### src/rtl/uart_xcvr_param.sv
// Parametrised UART transceiver: valid/ready TX, first-word-fall-through RX FIFO, sticky error flags.
// TX start bit begins the cycle after accept; RX bytes are pushed at the first stop-bit mid-point.
module uart_xcvr_param #(
  parameter int CLKS_PER_BIT = 16,
  parameter int DATA_BITS    = 8,
  parameter int PARITY       = 0,
  parameter int STOP_BITS    = 1,
  parameter int FIFO_DEPTH   = 4
) (
  input  logic                        clk,
  input  logic                        rstn,
  input  logic                        rxd,
  output logic                        txd,
  input  logic [DATA_BITS-1:0]        tx_data,
  input  logic                        tx_valid,
  output logic                        tx_ready,
  output logic                        tx_busy,
  output logic [DATA_BITS-1:0]        rx_data,
  output logic                        rx_valid,
  input  logic                        rx_ready,
  output logic [$clog2(FIFO_DEPTH):0] rx_level,
  output logic                        rx_frame_err,
  output logic                        rx_parity_err,
  output logic                        rx_overrun,
  input  logic                        err_clr
);
  localparam int CW = $clog2(CLKS_PER_BIT);
  localparam int AW = $clog2(FIFO_DEPTH);
  localparam logic [CW-1:0] BIT_LAST  = CW'(CLKS_PER_BIT - 1);
  localparam logic [CW-1:0] STOP_LAST = CW'(CLKS_PER_BIT - 2);
  localparam logic [CW-1:0] HALF_LAST = CW'(CLKS_PER_BIT / 2 - 1);
  localparam logic [2:0]    DATA_LAST = 3'(DATA_BITS - 1);
  localparam logic [2:0]    STOP_IDX  = 3'(STOP_BITS - 1);
  localparam logic [AW:0]   FULL_LVL  = (AW + 1)'(FIFO_DEPTH);
  localparam logic          PAR_ODD   = (PARITY == 1);

  localparam logic [2:0] S_IDLE   = 3'd0;
  localparam logic [2:0] S_START  = 3'd1;
  localparam logic [2:0] S_DATA   = 3'd2;
  localparam logic [2:0] S_PARITY = 3'd3;
  localparam logic [2:0] S_STOP   = 3'd4;
  localparam logic [2:0] S_BREAK  = 3'd5;

  // ---------------- transmitter ----------------
  logic [2:0]           tx_state;
  logic [2:0]           tx_idx;
  logic [CW-1:0]        tx_cnt;
  logic [DATA_BITS-1:0] tx_shift;
  logic                 tx_par;
  logic                 tx_bit_end;

  assign tx_bit_end = (tx_cnt == BIT_LAST);
  assign tx_ready   = (tx_state == S_IDLE);
  assign tx_busy    = ~tx_ready;

  always_ff @(posedge clk or negedge rstn) begin
    if (!rstn) begin
      tx_state <= S_IDLE;
      tx_idx   <= '0;
      tx_cnt   <= '0;
      tx_shift <= '0;
      tx_par   <= 1'b0;
    end else begin
      tx_cnt <= (tx_state == S_IDLE || tx_bit_end) ? '0 : tx_cnt + 1'b1;
      case (tx_state)
        S_IDLE: if (tx_valid) begin
          tx_shift <= tx_data;
          tx_par   <= (^tx_data) ^ PAR_ODD;
          tx_state <= S_START;
        end
        S_START: if (tx_bit_end) begin
          tx_idx   <= '0;
          tx_state <= S_DATA;
        end
        S_DATA: if (tx_bit_end) begin
          tx_shift <= tx_shift >> 1;
          tx_idx   <= tx_idx + 1'b1;
          if (tx_idx == DATA_LAST) begin
            tx_idx   <= '0;
            tx_state <= (PARITY != 0) ? S_PARITY : S_STOP;
          end
        end
        S_PARITY: if (tx_bit_end) begin
          tx_idx   <= '0;
          tx_state <= S_STOP;
        end
        // The last stop cycle is spent in IDLE so a queued byte starts with no gap.
        S_STOP: begin
          if (tx_idx == STOP_IDX && tx_cnt == STOP_LAST) tx_state <= S_IDLE;
          else if (tx_bit_end)                           tx_idx   <= tx_idx + 1'b1;
        end
        default: tx_state <= S_IDLE;
      endcase
    end
  end

  always_comb begin
    case (tx_state)
      S_START:  txd = 1'b0;
      S_DATA:   txd = tx_shift[0];
      S_PARITY: txd = tx_par;
      default:  txd = 1'b1;
    endcase
  end

  // ---------------- receiver ----------------
  logic                 rx_s1, rx_s2;
  logic [2:0]           rx_state;
  logic [2:0]           rx_idx;
  logic [CW-1:0]        rx_cnt;
  logic [DATA_BITS-1:0] rx_shift;
  logic                 rx_bit_end, rx_restart;
  logic                 rx_push, par_evt, frame_evt;

  assign rx_bit_end = (rx_cnt == BIT_LAST);
  assign rx_restart = (rx_state == S_IDLE) || (rx_state == S_BREAK) ||
                      ((rx_state == S_START) ? (rx_cnt == HALF_LAST) : rx_bit_end);
  assign rx_push    = (rx_state == S_STOP) && rx_bit_end && rx_s2;
  assign frame_evt  = (rx_state == S_STOP) && rx_bit_end && !rx_s2;
  assign par_evt    = (rx_state == S_PARITY) && rx_bit_end && ((^rx_shift) ^ rx_s2 ^ PAR_ODD);

  always_ff @(posedge clk or negedge rstn) begin
    if (!rstn) begin
      rx_s1    <= 1'b1;
      rx_s2    <= 1'b1;
      rx_state <= S_IDLE;
      rx_idx   <= '0;
      rx_cnt   <= '0;
      rx_shift <= '0;
    end else begin
      rx_s1  <= rxd;
      rx_s2  <= rx_s1;
      rx_cnt <= rx_restart ? '0 : rx_cnt + 1'b1;
      case (rx_state)
        S_IDLE:  if (!rx_s2) rx_state <= S_START;
        S_START: if (rx_cnt == HALF_LAST) begin
          rx_idx   <= '0;
          rx_state <= rx_s2 ? S_IDLE : S_DATA;
        end
        S_DATA: if (rx_bit_end) begin
          rx_shift <= {rx_s2, rx_shift[DATA_BITS-1:1]};
          rx_idx   <= rx_idx + 1'b1;
          if (rx_idx == DATA_LAST) rx_state <= (PARITY != 0) ? S_PARITY : S_STOP;
        end
        S_PARITY: if (rx_bit_end) rx_state <= S_STOP;
        S_STOP:   if (rx_bit_end) rx_state <= rx_s2 ? S_IDLE : S_BREAK;
        S_BREAK:  if (rx_s2) rx_state <= S_IDLE;
        default:  rx_state <= S_IDLE;
      endcase
    end
  end

  // ---------------- RX FIFO and sticky flags ----------------
  logic [DATA_BITS-1:0] mem [FIFO_DEPTH];
  logic [AW-1:0]        wr_ptr, rd_ptr;
  logic                 fifo_full, do_push, do_pop, ovr_evt;

  assign rx_valid  = (rx_level != '0);
  assign fifo_full = (rx_level == FULL_LVL);
  assign do_pop    = rx_valid & rx_ready;
  assign do_push   = rx_push & (~fifo_full | do_pop);
  assign ovr_evt   = rx_push & fifo_full & ~do_pop;
  assign rx_data   = mem[rd_ptr];

  always_ff @(posedge clk or negedge rstn) begin
    if (!rstn) begin
      for (int i = 0; i < FIFO_DEPTH; i++) mem[i] <= '0;
      wr_ptr        <= '0;
      rd_ptr        <= '0;
      rx_level      <= '0;
      rx_frame_err  <= 1'b0;
      rx_parity_err <= 1'b0;
      rx_overrun    <= 1'b0;
    end else begin
      if (do_push) begin
        mem[wr_ptr] <= rx_shift;
        wr_ptr      <= wr_ptr + 1'b1;
      end
      if (do_pop) rd_ptr <= rd_ptr + 1'b1;
      case ({do_push, do_pop})
        2'b10:   rx_level <= rx_level + 1'b1;
        2'b01:   rx_level <= rx_level - 1'b1;
        default: ;
      endcase
      // A new event in the clear cycle keeps the flag set.
      rx_frame_err  <= frame_evt | (rx_frame_err  & ~err_clr);
      rx_parity_err <= par_evt   | (rx_parity_err & ~err_clr);
      rx_overrun    <= ovr_evt   | (rx_overrun    & ~err_clr);
    end
  end
endmodule

### config.mk
export PLATFORM = sky130hd
export DESIGN_NAME = uart_xcvr_param
export DESIGN_NICKNAME = d
export VERILOG_FILES = /design/src/rtl/uart_xcvr_param.sv
export SDC_FILE = /design/constraint.sdc
export NUM_CORES = 1
export LEC_CHECK = 0
export CAP_MARGIN = 40
export CORE_MARGIN = 3
export CORE_UTILIZATION = 30
export DETAILED_ROUTE_END_ITERATION = 7
export GPL_TIMING_DRIVEN = 1
export SYNTH_ARGS = -nofsm -noshare
export SYNTH_HDL_FRONTEND = slang
export SYNTH_SLANG_ARGS = --single-unit
export TNS_END_PERCENT = 5
### constraint.sdc
create_clock -name clk -period 3 [get_ports clk]
set_clock_uncertainty 0.15 [all_clocks]
set_input_delay 0.45 -clock clk [delete_from_list [all_inputs] [get_ports clk]]
set_output_delay 0.45 -clock clk [all_outputs]
set_load 0.005 [all_outputs]
==> results.tsv, run 1 <==
stage	metric	value	unit
status	outcome	finished, final reports clean	
yosys	FF+latch count, synth	81	
global_routing	GRT Overall Usage	0.111	
sta	achievable frequency	376	MHz
setup_path	critical path class	flip-flop to flip-flop	
die	Rows	41	
routing	via count	2528	
yosys	post-synthesis async set-or-reset flop share	1.00	
run	Max-cap violations	0	
global_routing	first-pass GRT wire length	13100	um
yosys	syn avg cell area	12.2	um^2
finish	Reg area	0.00203	mm^2
global_routing	number of global-route vias before repair	2653	
die	Initial Utilization	0.314	
setup_path	worst reg2reg path endpoint	rx_level[2]	
clock_tree	number of buffers created by CTS	9	
clock_tree	H-tree Lvls	3	
yosys	Syn Inst Count	333	
power	PD cells	680	mW/mm^2
yosys	main combinational cell family by area after synthesis	multiplexers	
clock_tree	clock sink count	81	
hold_path	HP Class	flip-flop to flip-flop	
yosys	Synth Warn #	0	
setup_path	Critical Path Start	rx_cnt[0]	
routing	DR WL/cell	14.1	um
setup_path	maximum fanout along the worst path	6	
yosys	Primary FF master, synth	dfrtp_1	
power	Peak VDD IR	277	uV
setup_path	Critical Path End	rx_level[2]	
clock_tree	CTS root buffer	clkbuf_16	
clock_tree	Clock Path Buffers	2	
clock_tree	Setup Fix Bufs, Post-CTS	0	
yosys	compound-gate portion of the synthesized area	0.0583	
setup_path	worst endpoint required time	3060	ps
yosys	Post-synth EDFFs	0	
sta	period utilization	0.886	
die	I/O pins	32	
die	area of the core	0.0130	mm^2
yosys	post-synthesis mux area share	0.189	
place	dpl hpwl	5280	um
finish	layout cells sized above 1	0.203	
clock_tree	post-CTS resize count	0	
sta	Max Slew Vio Count	0	
global_routing	initial antenna violation count	0	
sta	Hold Violations, Final	0	
finish	multi-input logic area	0.00192	mm^2
setup_path	critical path startpoint category	flip-flop	
routing	Pre-Repair DR Iteration Count	4	
setup_path	worst-case reg-to-reg path depth	11	
sta	normalized max-slew margin	0.662	
yosys	Synth cell types	46	
finish	Ant. Diodes	0	
place	PortBufs	31	
power	Lkg Pwr	2.30	nW
setup_path	crit end category	flip-flop	
clock_tree	clk slew on worst S/H paths	50	ps
routing	antenna-violating nets left	0	
finish	synth-to-layout area growth	20.8	%
finish	Final Cell Area	0.00493	mm^2
routing	initial drt markers	148	
yosys	syn nets	361	
sta	Period minus WS final	2660	ps
sta	slew at the pin with the worst max-slew slack	506	ps
yosys	XOR/XNOR share of the synthesized area	0.0537	
yosys	Mapped Area	0.00408	mm^2
place	placed cell areas	0.00460	mm^2
clock_tree	latest clock arrival within the worst-skew pair	340	ps
die	Die Ht	123	um
sta	setup_tns	0	ps
setup_path	R2R Path Start	rx_cnt[0]	
clock_tree	CTS tree	done	
yosys	Synth Area in Simple Gates	0.125	
sta	unrepaired setup endpoints after global routing	false	
global_routing	gr ovfl total	0	
routing	total wire length	7700	um
routing	vias per cell	4.63	
setup_path	Arr. time, crit path	2720	ps
setup_path	r2r setup slk	340	ps
yosys	sequential element share of the synthesized area	0.498	
place	Placer Congestion	0.804	
sta	Final setup viols	0	
global_routing	largest net degree at the start of global routing	53	
finish	Filler Cells Inserted	1255	
routing	DRC	0	
die	Die W	123	um
yosys	Post-Synth Adder-Cell Area	0.0448	
finish	Final #Nets	398	
die	Die Area	0.0150	mm^2
[placed cells by master, fill, tap and decap left out, types with 2 or more instances in the layout]
| master | instances |
|---|---|
| xnor2_1 | 19 |
| nand3b_1 | 2 |
| mux2_4 | 32 |
| o21ai_0 | 19 |
| o22ai_1 | 2 |
| a21oi_1 | 7 |
| nor3_1 | 2 |
| or3_1 | 5 |
| dfstp_2 | 2 |
| ha_1 | 13 |
| nand2_8 | 4 |
| nor2_1 | 17 |
| mux2i_1 | 10 |
| nand4_1 | 3 |
| nand2_1 | 43 |
| nand2b_1 | 4 |
| inv_1 | 17 |
| clkbuf_8 | 4 |
| or2_2 | 2 |
| nand3_1 | 3 |
| dfrtp_1 | 79 |
| clkdlybuf4s50_1 | 30 |
| xor2_1 | 6 |
| buf_4 | 6 |
| clkbuf_16 | 9 |
| mux4_2 | 8 |
| a22o_1 | 2 |
| o41ai_1 | 2 |
| o211ai_1 | 2 |
[report_power, final]
group	internal, mW	switching, mW
Clock	0.729	0.419
Sequential	1.26	0.207
Combinational	0.387	0.347
[metal layers]
layer / up-vias / track usage / part of all wire
li1: 1220 / - / -
met1: 1260 / 0.144 / 0.49
met2: 39 / 0.177 / 0.46
met3: 9 / 0.0401 / 0.044
met4: 0 / 0.0294 / 0.013
met5: - / 0 / 0
[what timing repair did]
action                     in CTS  in global routing
setup endpoints to repair       0                  0
hold endpoints to repair       27                  0
hold buffers                    1                  0
[synthesized netlist by cell type, types with 4 or more instances]
library cell / n / area [um^2]
a21oi_1: 7 / 35.0
clkbuf_1: 8 / 30.0
dfrtp_1: 79 / 1980
ha_1: 13 / 163
inv_1: 17 / 63.8
mux2_4: 32 / 480
mux2i_1: 10 / 100
mux4_2: 8 / 180
nand2_1: 43 / 161
nand2_8: 4 / 80.1
nand2b_1: 4 / 25.0
nor2_1: 17 / 63.8
o21ai_0: 19 / 95.1
or3_1: 5 / 31.3
xnor2_1: 19 / 166
xor2_1: 6 / 52.6
[flip-flops by register name, summed over array words and instances, names as in the netlist]
signal / cells
tx_shift: 8
rx_s2: 1
rx_idx: 3
wr_ptr: 2
tx_idx: 3
rx_frame_err: 1
rx_shift: 8
rx_state: 3
rx_s1: 1
tx_cnt: 4
rx_cnt: 4
rx_level: 3
rx_overrun: 1
mem: 32
rd_ptr: 2
tx_state: 3
rx_parity_err: 1
tx_par: 1
[how the worst min path moves through the flow]
stage / start / to / slack, ps / cells past startpoint
2_1_floorplan: rstn / mem[0] / 4 / 0
3_3_place_gp: rx_s1 / rx_s2 / 200 / 0
3_5_place_dp: rx_s1 / rx_s2 / 200 / 0
4_1_cts: rx_s1 / rx_s2 / 210 / 0
5_1_grt: rx_s1 / rx_s2 / 210 / 0
6_report: rx_s1 / rx_s2 / 210 / 0
[worst max-delay path, stage by stage (launching register included)]
cell	delay, ps
dfrtp_1	370
ha_1	300
nand4_2	170
or4b_4	580
nor2b_4	130
inv_1	50
ha_1	210
inv_1	70
fa_1	170
xor2_1	140
nor2_1	60
xor2_1	140
[logic make-up after synthesis]
kind of cell | count (synthesis)
AND/OR/NAND/NOR | 93
flip-flops | 81
multiplexers | 51
AO/OA/AOI/OAI | 40
buffers and inverters | 29
XOR/XNOR | 25
adder cells (fa/ha/maj) | 14
[area by class of cell]
cell class,instances,share of cell area
inverter,17,0.0130
clock buffer,13,0.0569
tap,172,0.0437
sequential,81,0.412
clock inverter,2,0.00711
timing repair buffer,38,0.0777
multi-input combinational,223,0.390
[through the flow]
| step | setup slack (ps) | total power [mW] | std cells | util | hold slack [ps] |
|---|---|---|---|---|---|
| floorplan | 333 | 1.95 | 333 | - | 4.41 |
| global placement | 107 | 2.19 | 529 | 0.352 | 197 |
| detailed placement | 35.9 | 2.23 | 530 | 0.354 | 201 |
| CTS | 340 | 3.40 | 546 | 0.380 | 209 |
| global route | 168 | 3.56 | 546 | 0.380 | 213 |
| finish | 341 | 3.35 | 546 | 0.380 | 207 |
(Power assumes the default switching activity.)
==> run 2, diff against run 1 <==
--- a/config.mk
+++ b/config.mk
@@ -5,7 +5,7 @@
 export SDC_FILE = /design/constraint.sdc
 export NUM_CORES = 1
 export LEC_CHECK = 0
-export CAP_MARGIN = 40
+export CAP_MARGIN = 15
 export CORE_MARGIN = 3
 export CORE_UTILIZATION = 30
 export DETAILED_ROUTE_END_ITERATION = 7
==> run 2 against run 1 <==
Register-to-register slack about the same. Core utilization fell by 0.29 points. Global-route usage down 0.16 points. Critical endpoint is now rx_level[1]. Largest cell class unchanged.
==> results.tsv, run 2 (synthesis results as in run 1) <==
stage	metric	value	unit
finish	most common cell after layout, fill and taps aside	dfrtp_1	
setup_path	CP max stage cell	or4b_4	
setup_path	Worst path max stage delay	580	ps
finish	Post-Layout Cell Count	544	
setup_path	CP delay by family, top	adder cells	
global_routing	gr ovfl total	0	
routing	Pre-Repair DR Iteration Count	4	
finish	leading cell types in the layout, fill and taps excluded	79 x dfrtp_1, 43 x nand2_1, 32 x mux2_4	
place	Placer Congestion	0.804	
setup_path	worst-case reg-to-reg path depth	9	
die	area of the core	0.0130	mm^2
finish	Ant. Diodes	0	
finish	Final #Nets	396	
setup_path	crit end category	flip-flop	
clock_tree	Setup Fix Bufs, Post-CTS	0	
die	Die Ht	123	um
clock_tree	H-tree Lvls	3	
place	Inst Count DP	529	
setup_path	worst endpoint required time	3100	ps
status	outcome	finished, final reports clean	
sta	slew at the pin with the worst max-slew slack	1010	ps
routing	vias per cell	4.61	
setup_path	worst reg2reg path endpoint	rx_level[1]	
setup_path	R2R Path Start	rx_cnt[0]	
routing	total wire length	7500	um
place	PortBufs	31	
clock_tree	number of buffers created by CTS	9	
die	Initial Utilization	0.314	
clock_tree	CTS root buffer	clkbuf_16	
sta	period utilization	0.888	
power	Peak VDD IR	298	uV
global_routing	first-pass GRT wire length	12900	um
finish	synth-to-layout area growth	19.8	%
sta	achievable frequency	376	MHz
sta	unrepaired setup endpoints after global routing	false	
die	Die W	123	um
setup_path	CP cell instances	ha_1, nand4_2, or4b_4, nor2b_4, inv_1, ha_1, inv_1, fa_1, o21ai_0	
global_routing	number of global-route vias before repair	2597	
power	Lkg Pwr	2.28	nW
setup_path	Arr. time, crit path	2760	ps
setup_path	worst path buffer plus inverter count	2	
place	dpl hpwl	5120	um
setup_path	critical path startpoint category	flip-flop	
setup_path	r2r setup slk	340	ps
setup_path	critical path class	flip-flop to flip-flop	
die	Rows	41	
clock_tree	clock sink count	81	
global_routing	GRT Overall Usage	0.110	
clock_tree	clk slew on worst S/H paths	60	ps
sta	Period minus WS final	2660	ps
sta	Max Slew Vio Count	0	
routing	DR WL/cell	13.8	um
finish	layout cells sized above 1	0.202	
hold_path	HP Class	input pin to asynchronous set/reset pin	
finish	biggest regs	mem x32, rx_shift x8, tx_shift x8	
finish	Biggest register	mem	
power	PD cells	680	mW/mm^2
global_routing	largest net degree at the start of global routing	82	
clock_tree	cts hold-fix bufs	0	
die	Die Area	0.0150	mm^2
setup_path	maximum fanout along the worst path	6	
clock_tree	Clock Path Buffers	2	
routing	initial drt markers	128	
global_routing	initial antenna violation count	0	
sta	setup_tns	0	ps
sta	Final setup viols	0	
die	I/O pins	32	
clock_tree	latest clock arrival within the worst-skew pair	330	ps
clock_tree	CTS tree	done	
routing	via count	2509	
sta	Hold Violations, Final	0	
finish	end-of-flow core utilization	0.377	
routing	antenna-violating nets left	0	
run	Max-cap violations	0	
routing	DRC	0	
clock_tree	post-CTS resize count	0	
sta	normalized max-slew margin	0.325	
finish	max reg flops	32	
==> run 2: changes by cell type in the layout (fill, tap and decap cells not counted), sizes merged <==
cell	change
buf	-1
dlygate4sd3	-1
==> run 2: worst register-to-register path, cell delays in order (launching register included) <==
cell     delay, ps
dfrtp_1        370
ha_1           300
nand4_2        170
or4b_4         580
nor2b_4        130
inv_1           50
ha_1           210
inv_1           80
fa_1           400
o21ai_0        160
==> run 2: per-stage QoR <==
step | hold slack (ps) | total power, mW | cell area, um^2 | worst slack, ps
after floorplan | 4.41 | 1.95 | 4080 | 333
after global placement | 197 | 2.19 | 4570 | 107
after detailed placement | 201 | 2.22 | 4570 | 31.1
after CTS | 184 | 3.38 | 4890 | 344
after global routing | 213 | 3.55 | 4890 | 173
final | 132 | 3.32 | 4890 | 337
==> run 2: worst max path at each step <==
stage,startpoint,end,cells after the start
finish,rx_cnt[0],rx_level[1],9
global route,rx_cnt[0],rx_level[1],9
CTS,rx_cnt[0],rx_level[1],9
floorplan,rx_cnt[0],rx_level[1],10
detailed placement,rx_ready,rx_level[2],10
global placement,rx_ready,rx_level[2],10
==> run 2: per-layer routing <==
layer / GRT usage / wire (um)
met1: 0.144 / 3710
met2: 0.170 / 3400
met3: 0.0355 / 329
met4: 0.0385 / 58
met5: 0 / 0
==> run 2: area by class of cell <==
cell class,instances,area (um^2)
clock buffer,13,280
tap,172,215
inverter,17,63.8
fill,1248,8090
clock inverter,2,35.0
multi-input combinational,223,1920
timing repair buffer,36,345
sequential,81,2030
==> run 2: report_power, final <==
group / internal [mW] / total, mW / switching [mW]
combinational: 0.382 / 0.724 / 0.342
clock: 0.729 / 1.13 / 0.404
sequential: 1.26 / 1.47 / 0.206
